### config.mk
export PLATFORM = sky130hd
export DESIGN_NAME = uart_rx_os
export DESIGN_NICKNAME = d
export VERILOG_FILES = /design/src/rtl/uart_rx_os.sv
export SDC_FILE = /design/constraint.sdc
export NUM_CORES = 1
export LEC_CHECK = 0
export BUFFER_PORTS_ARGS = -buffer_cell sky130_fd_sc_hd__buf_2
export CAP_MARGIN = 15
export CORE_UTILIZATION = 52
export DETAILED_ROUTE_END_ITERATION = 10
export PLACE_DENSITY_LB_ADDON = 0.08
export SLEW_MARGIN = 30
export SYNTH_ARGS = -nofsm -noshare
export SYNTH_HDL_FRONTEND = slang
export SYNTH_SLANG_ARGS = --single-unit
### constraint.sdc
create_clock -name clk -period 2.7 [get_ports clk]
set_clock_uncertainty 0.2 [all_clocks]
set_input_delay 0.135 -clock clk [delete_from_list [all_inputs] [get_ports clk]]
set_output_delay 0.135 -clock clk [all_outputs]
set_load 0.05 [all_outputs]
### src/rtl/uart_rx_os.sv
`default_nettype none
// +--------------------------------------------------------------------------+
// | Module      : uart_rx_os                                                 |
// | Description : Oversampling UART receiver with mid-bit sampling, start    |
// |               glitch rejection, framing check and optional parity check  |
// |               (enabled by defining UART_RX_PARITY_EN).                   |
// | Revision    : 1.0  initial release                                       |
// +--------------------------------------------------------------------------+
module uart_rx_os #(
    parameter int DATA_BITS    = 8,
    parameter int CLKS_PER_BIT = 16,
    parameter int STOP_BITS    = 1,
    parameter int PARITY_ODD   = 0
) (
    input  logic                 clk,
    input  logic                 reset,
    input  logic                 ena,
    input  logic                 Bit_in,
    output logic [DATA_BITS-1:0] out,
    output logic                 data_valid,
    output logic                 bussy,
    output logic                 frame_err,
    output logic                 parity_err
);

    localparam int c_cnt_w = $clog2(CLKS_PER_BIT);
    localparam int c_bit_w = $clog2(DATA_BITS + 1);

    localparam logic [c_cnt_w-1:0] c_mid       = c_cnt_w'(CLKS_PER_BIT / 2 - 1);
    localparam logic [c_cnt_w-1:0] c_last      = c_cnt_w'(CLKS_PER_BIT - 1);
    localparam logic [c_bit_w-1:0] c_data_last = c_bit_w'(DATA_BITS - 1);
    localparam logic [c_bit_w-1:0] c_stop_last = c_bit_w'(STOP_BITS - 1);
    localparam logic               c_par_odd   = (PARITY_ODD != 0);

    typedef enum logic [2:0] {
        S_IDLE   = 3'd0,
        S_START  = 3'd1,
        S_DATA   = 3'd2,
`ifdef UART_RX_PARITY_EN
        S_PARITY = 3'd3,
`endif
        S_STOP   = 3'd4
    } state_t;

    state_t               r_state;
    state_t               w_state_nxt;
    logic                 r_sync1;
    logic                 r_rx_s;
    logic                 r_armed;
    logic [c_cnt_w-1:0]   r_baud;
    logic [c_bit_w-1:0]   r_bitcnt;
    logic [DATA_BITS-1:0] r_shift;
    logic [DATA_BITS-1:0] r_out;
    logic                 r_valid;
    logic                 r_ferr;
    logic                 r_ferr_acc;

    logic w_mid_tick;
    logic w_bit_tick;
    logic w_start;
    logic w_shift;
    logic w_par_smp;
    logic w_stop_smp;
    logic w_done;
    logic w_cnt_clr;
    logic w_bit_inc;
    logic w_bit_clr;

    assign w_mid_tick = (r_baud == c_mid);
    assign w_bit_tick = (r_baud == c_last);

    always_ff @(posedge clk) begin
        if (reset) begin
            r_sync1 <= 1'b1;
            r_rx_s  <= 1'b1;
        end else begin
            r_sync1 <= Bit_in;
            r_rx_s  <= r_sync1;
        end
    end

    always_ff @(posedge clk) begin
        if (reset) begin
            r_state <= S_IDLE;
        end else begin
            r_state <= w_state_nxt;
        end
    end

    always_comb begin
        w_state_nxt = r_state;
        w_start     = 1'b0;
        w_shift     = 1'b0;
        w_par_smp   = 1'b0;
        w_stop_smp  = 1'b0;
        w_done      = 1'b0;
        w_cnt_clr   = 1'b0;
        w_bit_inc   = 1'b0;
        w_bit_clr   = 1'b0;
        if (!ena) begin
            w_state_nxt = S_IDLE;
            w_cnt_clr   = 1'b1;
            w_bit_clr   = 1'b1;
        end else begin
            case (r_state)
                S_IDLE: begin
                    w_cnt_clr = 1'b1;
                    w_bit_clr = 1'b1;
                    // Only a fresh falling edge starts a frame, never a held-low line
                    if (r_armed && !r_rx_s) begin
                        w_state_nxt = S_START;
                        w_start     = 1'b1;
                    end
                end
                S_START: begin
                    if (w_mid_tick) begin
                        w_cnt_clr   = 1'b1;
                        w_state_nxt = r_rx_s ? S_IDLE : S_DATA;
                    end
                end
                S_DATA: begin
                    if (w_bit_tick) begin
                        w_cnt_clr = 1'b1;
                        w_shift   = 1'b1;
                        if (r_bitcnt == c_data_last) begin
                            w_bit_clr   = 1'b1;
`ifdef UART_RX_PARITY_EN
                            w_state_nxt = S_PARITY;
`else
                            w_state_nxt = S_STOP;
`endif
                        end else begin
                            w_bit_inc = 1'b1;
                        end
                    end
                end
`ifdef UART_RX_PARITY_EN
                S_PARITY: begin
                    if (w_bit_tick) begin
                        w_cnt_clr   = 1'b1;
                        w_par_smp   = 1'b1;
                        w_state_nxt = S_STOP;
                    end
                end
`endif
                S_STOP: begin
                    if (w_bit_tick) begin
                        w_cnt_clr  = 1'b1;
                        w_stop_smp = 1'b1;
                        if (r_bitcnt == c_stop_last) begin
                            w_done      = 1'b1;
                            w_bit_clr   = 1'b1;
                            w_state_nxt = S_IDLE;
                        end else begin
                            w_bit_inc = 1'b1;
                        end
                    end
                end
                default: begin
                    w_state_nxt = S_IDLE;
                end
            endcase
        end
    end

    always_ff @(posedge clk) begin
        if (reset) begin
            r_baud   <= '0;
            r_bitcnt <= '0;
        end else begin
            r_baud <= w_cnt_clr ? '0 : r_baud + 1'b1;
            if (w_bit_clr) begin
                r_bitcnt <= '0;
            end else if (w_bit_inc) begin
                r_bitcnt <= r_bitcnt + 1'b1;
            end
        end
    end

    always_ff @(posedge clk) begin
        if (reset) begin
            r_shift    <= '0;
            r_out      <= '0;
            r_valid    <= 1'b0;
            r_ferr     <= 1'b0;
            r_ferr_acc <= 1'b0;
            r_armed    <= 1'b1;
        end else begin
            r_valid <= w_done;
            if (w_start) begin
                r_ferr_acc <= 1'b0;
            end else if (w_stop_smp && !r_rx_s) begin
                r_ferr_acc <= 1'b1;
            end
            if (w_shift) begin
                r_shift <= {r_rx_s, r_shift[DATA_BITS-1:1]};
            end
            if (w_done) begin
                r_out  <= r_shift;
                r_ferr <= r_ferr_acc | ~r_rx_s;
            end
            // A frame ending on a low line must see the line high before re-arming
            if (w_start || (w_done && !r_rx_s)) begin
                r_armed <= 1'b0;
            end else if (r_rx_s) begin
                r_armed <= 1'b1;
            end
        end
    end

`ifdef UART_RX_PARITY_EN
    logic r_perr;
    logic r_perr_acc;

    always_ff @(posedge clk) begin
        if (reset) begin
            r_perr     <= 1'b0;
            r_perr_acc <= 1'b0;
        end else begin
            if (w_start) begin
                r_perr_acc <= 1'b0;
            end else if (w_par_smp) begin
                r_perr_acc <= r_rx_s ^ (^r_shift) ^ c_par_odd;
            end
            if (w_done) begin
                r_perr <= r_perr_acc;
            end
        end
    end

    assign parity_err = r_perr;
`else
    // No parity stage: the flag is constant and PARITY_ODD has no effect
    assign parity_err = 1'b0 & c_par_odd & w_par_smp;
`endif

    assign out        = r_out;
    assign data_valid = r_valid;
    assign frame_err  = r_ferr;
    assign bussy      = (r_state != S_IDLE);

endmodule
`default_nettype wire
* Word-level counts from Yosys, hierarchy flattened
Cells that the tools add are included.
Word-level totals: flip-flop bits (word level) 33, bits in latches 0, memory bits (writable) 0, ROM bits 0, input bits 4, output and inout port bits 12, logic and storage cells 78, memories kept 0
Operators by class: add/subtract/negate cells 2, multiply operators 0, div/mod/pow operators 0, magnitude comparators 0, eq/ne operators 12, shift operators 0, multiplexer cells 35, bitwise gates (word level) 3, reductions and logical operators 15
Operators with widths (number):
- $mux W1 | 24
- $mux W3 | 6
- $ne A2 B2 Y1 const B | 6
- $pmux W3 S4 | 1
- $reduce_or A2 Y1 | 5
- $add A4 B1 Y4 const B | 2
- $eq A4 B3 Y1 const B | 2
- $pmux W1 S3 | 2
- $reduce_and A6 Y1 | 1
- $eq A4 B4 Y1 const B | 1
- $logic_not A4 Y1 | 1
- $eq A3 B1 Y1 const B | 1
- $eq A3 B2 Y1 const B | 1
- $eq A3 B3 Y1 const B | 1
- $logic_and A1 B1 Y1 | 3
- $logic_not A3 Y1 | 1
- $reduce_bool A3 Y1 | 1
- $mux W2 | 1
- $not A1 Y1 | 2
- $pmux W1 S2 | 1
- $reduce_bool A2 Y1 | 1
- $logic_not A1 Y1 | 1
- $logic_or A1 B1 Y1 | 1
- $or A1 B1 Y1 | 1

* Longest topological paths before layout
depth after elaboration 8, depth in mapped cells 7, depth with buffers taken out 6

* Worst setup path after synthesis
No wires, ideal clock.
kind flip-flop to flip-flop, start point reg r_bitcnt[0], end point reg r_bitcnt[2], library setup time 0.072 ns, arrival time 1.797 ns, required time 2.428 ns, slack 0.630 ns, stages on the path, launching flop included 7, buffers on the path 0, clock period less this slack 2.070 ns, cell sequence dfxtp_1 -> inv_1 -> ha_1 -> nor3b_2 -> a2111o_1 -> or4_1 -> a21oi_1
On the way: longest elaborated chain between the ends 6, elaborated cells between the ends (all ways) 16, classes of those cells 1 x add/sub; 1 x eq/ne; 12 x mux; 2 x reduce/logical
Ends and longest elaborated chain:
- start, declared | RTL line 51 | logic [c_bit_w-1:0] r_bitcnt;
- start signal, assigned | RTL line 175 | r_bitcnt <= r_bitcnt + 1'b1;
- $eq A4 B3 Y1 / $logic_not A4 Y1 (equally long branches) | RTL line 125, 150
- $mux W1, on equally long branches | RTL line 125, 150
- $mux W1, on equally long branches | RTL line 122, 147
- $pmux W1 S3 | RTL line 105 | case (r_state)
- $mux W1 | RTL line 100 | if (!ena) begin
- $reduce_or A2 Y1 (no line)
Parallel ways exist; a longest one is shown, timed or not. A chain may end at the register's enable or synchronous reset.

* Final worst setup path
start point reg r_bitcnt[0], end point reg r_bitcnt[3]
The elaborated chain is that of the path after synthesis.

==> results.ini <==
[timing]
rsz0062_at_grt = false
maxSlewHeadroom = 0.590
finalWorstSetupSlack_ns = 0.476
tns_ns = 0
post-route-period-util = 0.824
setup_viol = 0
max_freq_mhz = 450
timing.final.max_slew_violations = 0
worst_pin_slew_ns = 0.600
fin_crit_ns = 2.22
hold_viol_final = 0

[worst_setup_path]
rrSetupSlack_ns = 0.48
r2r_start = r_bitcnt[0]
start_kind = flop
worstSetupEndpointType = flop
cp.arrival_ns = 2.28
reg2reg_to = r_bitcnt[3]
path_class = flop to flop
crit_required_ns = 2.75
critPathMaxFanout = 6
crit_path_start = r_bitcnt[0]
setup.worst_path.end = r_bitcnt[3]
reg2reg_depth = 6

[detailed_routing]
drcViolationCount = 0
wl_per_cell_um = 12.7
drt_wl_total_mm = 2.52
firstDrtPassIters = 4
ant_nets = 0
drt_iter0_drc = 17
vias_per_cell = 5.51
vias = 1091

[final_layout]
antenna-diode-count = 0
fin_nets = 174
fin_util = 0.623
final_layout_size_suffix_gt1_frac = 0.155
area_delta_synth_final_pct = 11.5

[synth]
synth_cells = 149
synthesis.area_um2 = 1410
synth_top_area_frac = 0.469
synth_fp_nets = 156
ys_ff_latch = 33
post-synth-top-count-cell = dfxtp_1
avgSynthCellArea_um2 = 9.46
synth_cell_types = 40
synth_edf_count = 0
seq_area_frac_synth = 0.469
ys_warn_count = 0
ys_async_sr_fraction = 0
ys.flop_type = dfxtp_1
synth_common_cells = 33 x dfxtp_1, 21 x nor2_1, 17 x mux2i_1
synth_top_cell_by_area = dfxtp_1
synth.area.top_cells = dfxtp_1 47%, mux2i_1 12%, nor2_1 5.6%

[global_routing]
antenna_found_initial = 0
grt-busiest-layer = met2
grt_pass1_wl_mm = 3.91
grt_pass1_vias = 888
grt_util_met2 = 0.282
track_usage = 0.190
use_met3 = 0.0593
grt-ovfl-total = 0
met1_usage = 0.248
grt_max_degree = 23

[die]
fp.dieW_um = 54.1
core_area_um2 = 2520
start_util = 0.559
die_y_um = 54.1
ioPinCount = 16
dieArea_um2 = 2920
row_count = 18

[clock_network]
post_cts_buffers = 0
clock_sinks = 33
cts_root_buffer = clkbuf_4
cts_buffer_depth = 2
cts_tree = yes
cts.clk_slew.worst_paths_ns = 0.09
cts_max_level = 2
clock_latency_ns = 0.33
cts_buffers = 5

[power]
power_per_cell_area_nw_per_um2 = 492
switching_share = 0.229
power_mw = 0.773
pwr-share-seq = 0.635
ir_drop_v = 0.000430
power.internal_mw = 0.596
clkPwrFrac = 0.335
switchingPower_mw = 0.177
leakage_nw = 0.662
combPwrFrac = 0.030

[status]
status = complete, no violations

[run]
drv_cap = 0

[placement]
hpwl_mm = 1.75
post-place-ws_ns = 0.503
port_buffers = 14
place_congestion = 0.811

[hold_path]
hold_class = flop to flop

critical path: stages (launching register included):
cell and delay [ns]:
dfxtp_1 0.38, inv_1 0.07, ha_1 0.18, nor3b_2 0.18, a2111o_1 0.50, or4_1 0.49
a21oi_1 0.15
sequential cells by signal, indices dropped and copies added (netlist names):
register	cells
out	8
r_shift	8
r_baud	4
r_bitcnt	4
r_state	3
data_valid	1
frame_err	1
r_armed	1
r_ferr_acc	1
r_rx_s	1
r_sync1	1
metal layers:
metal / wire length, um / part of all wire
met5: 0 / 0
met4: 31 / 0.012
met3: 78 / 0.031
met2: 1110 / 0.44
met1: 1300 / 0.51
what timing repair did:
item / 4_1_cts / 5_1_grt
endpoints found under the hold margin: 14 / 0
hold buffers: 3 / 0
resized for setup: 0 / 0
how the worst min path moves through the flow:
| stage | cells past startpoint | endpoint | start |
|---|---|---|---|
| 3_3_place_gp | 2 | r_sync1 | Bit_in |
| 6_report | 1 | r_rx_s | r_sync1 |
| 5_1_grt | 1 | r_rx_s | r_sync1 |
| 3_5_place_dp | 2 | r_sync1 | Bit_in |
| 4_1_cts | 1 | r_rx_s | r_sync1 |
| 2_1_floorplan | 1 | r_sync1 | Bit_in |
power groups by stage:
stage	Sequential (mW)	Combinational (mW)	Clock (mW)
floorplan	0.501	0.0155	0
global placement	0.502	0.0200	0
detailed placement	0.502	0.0201	0
CTS	0.490	0.0233	0.266
global route	0.491	0.0250	0.293
finish	0.490	0.0235	0.259
stage by stage:
step	std cells	cell area [um^2]	hold WS, ns
2_1_floorplan	149	1410	0.0388
6_report	198	1570	0.239
3_3_place_gp	187	1490	0.120
5_1_grt	198	1570	0.271
4_1_cts	198	1570	0.233
3_5_place_dp	187	1490	0.121
cell type report:
cell class,instances,area [um^2]
fillers,246,951
multi-input cells,101,684
flip-flops and latches,33,661
repair buffers,18,108
clock buffers,6,41.3
well taps,30,37.5
inverters,8,30.0
clock inverters,2,10.0
kinds of logic after synthesis:
logic type               share of synthesized area
AO/OA/AOI/OAI                                0.104
XOR/XNOR                                    0.0124
adder cells (fa/ha/maj)                     0.0338
buffers and inverters                       0.0453
flip-flops                                   0.469
multiplexers                                 0.121
other                                      0.00266
AND/OR/NAND/NOR                              0.212
layout by cell type, fill, tap and decap left out, types with 2 or more instances in the layout:
master and n:
mux2i_1 17, o31ai_1 2, nor2_1 21, or4_1 2
a31oi_1 2, nand3_1 6, ha_1 3, a21oi_1 6
inv_1 8, dlygate4sd3_1 3, o21ai_0 2, nor3b_1 2
nor4_1 2, nand2b_1 2, o211ai_1 2, or2_2 2
dfxtp_1 33, nand2_1 2, nand3b_1 2, nor3_1 5
nor2b_1 4, clkinv_2 2, clkbuf_4 5, buf_2 14
(Power assumes the default switching activity.)
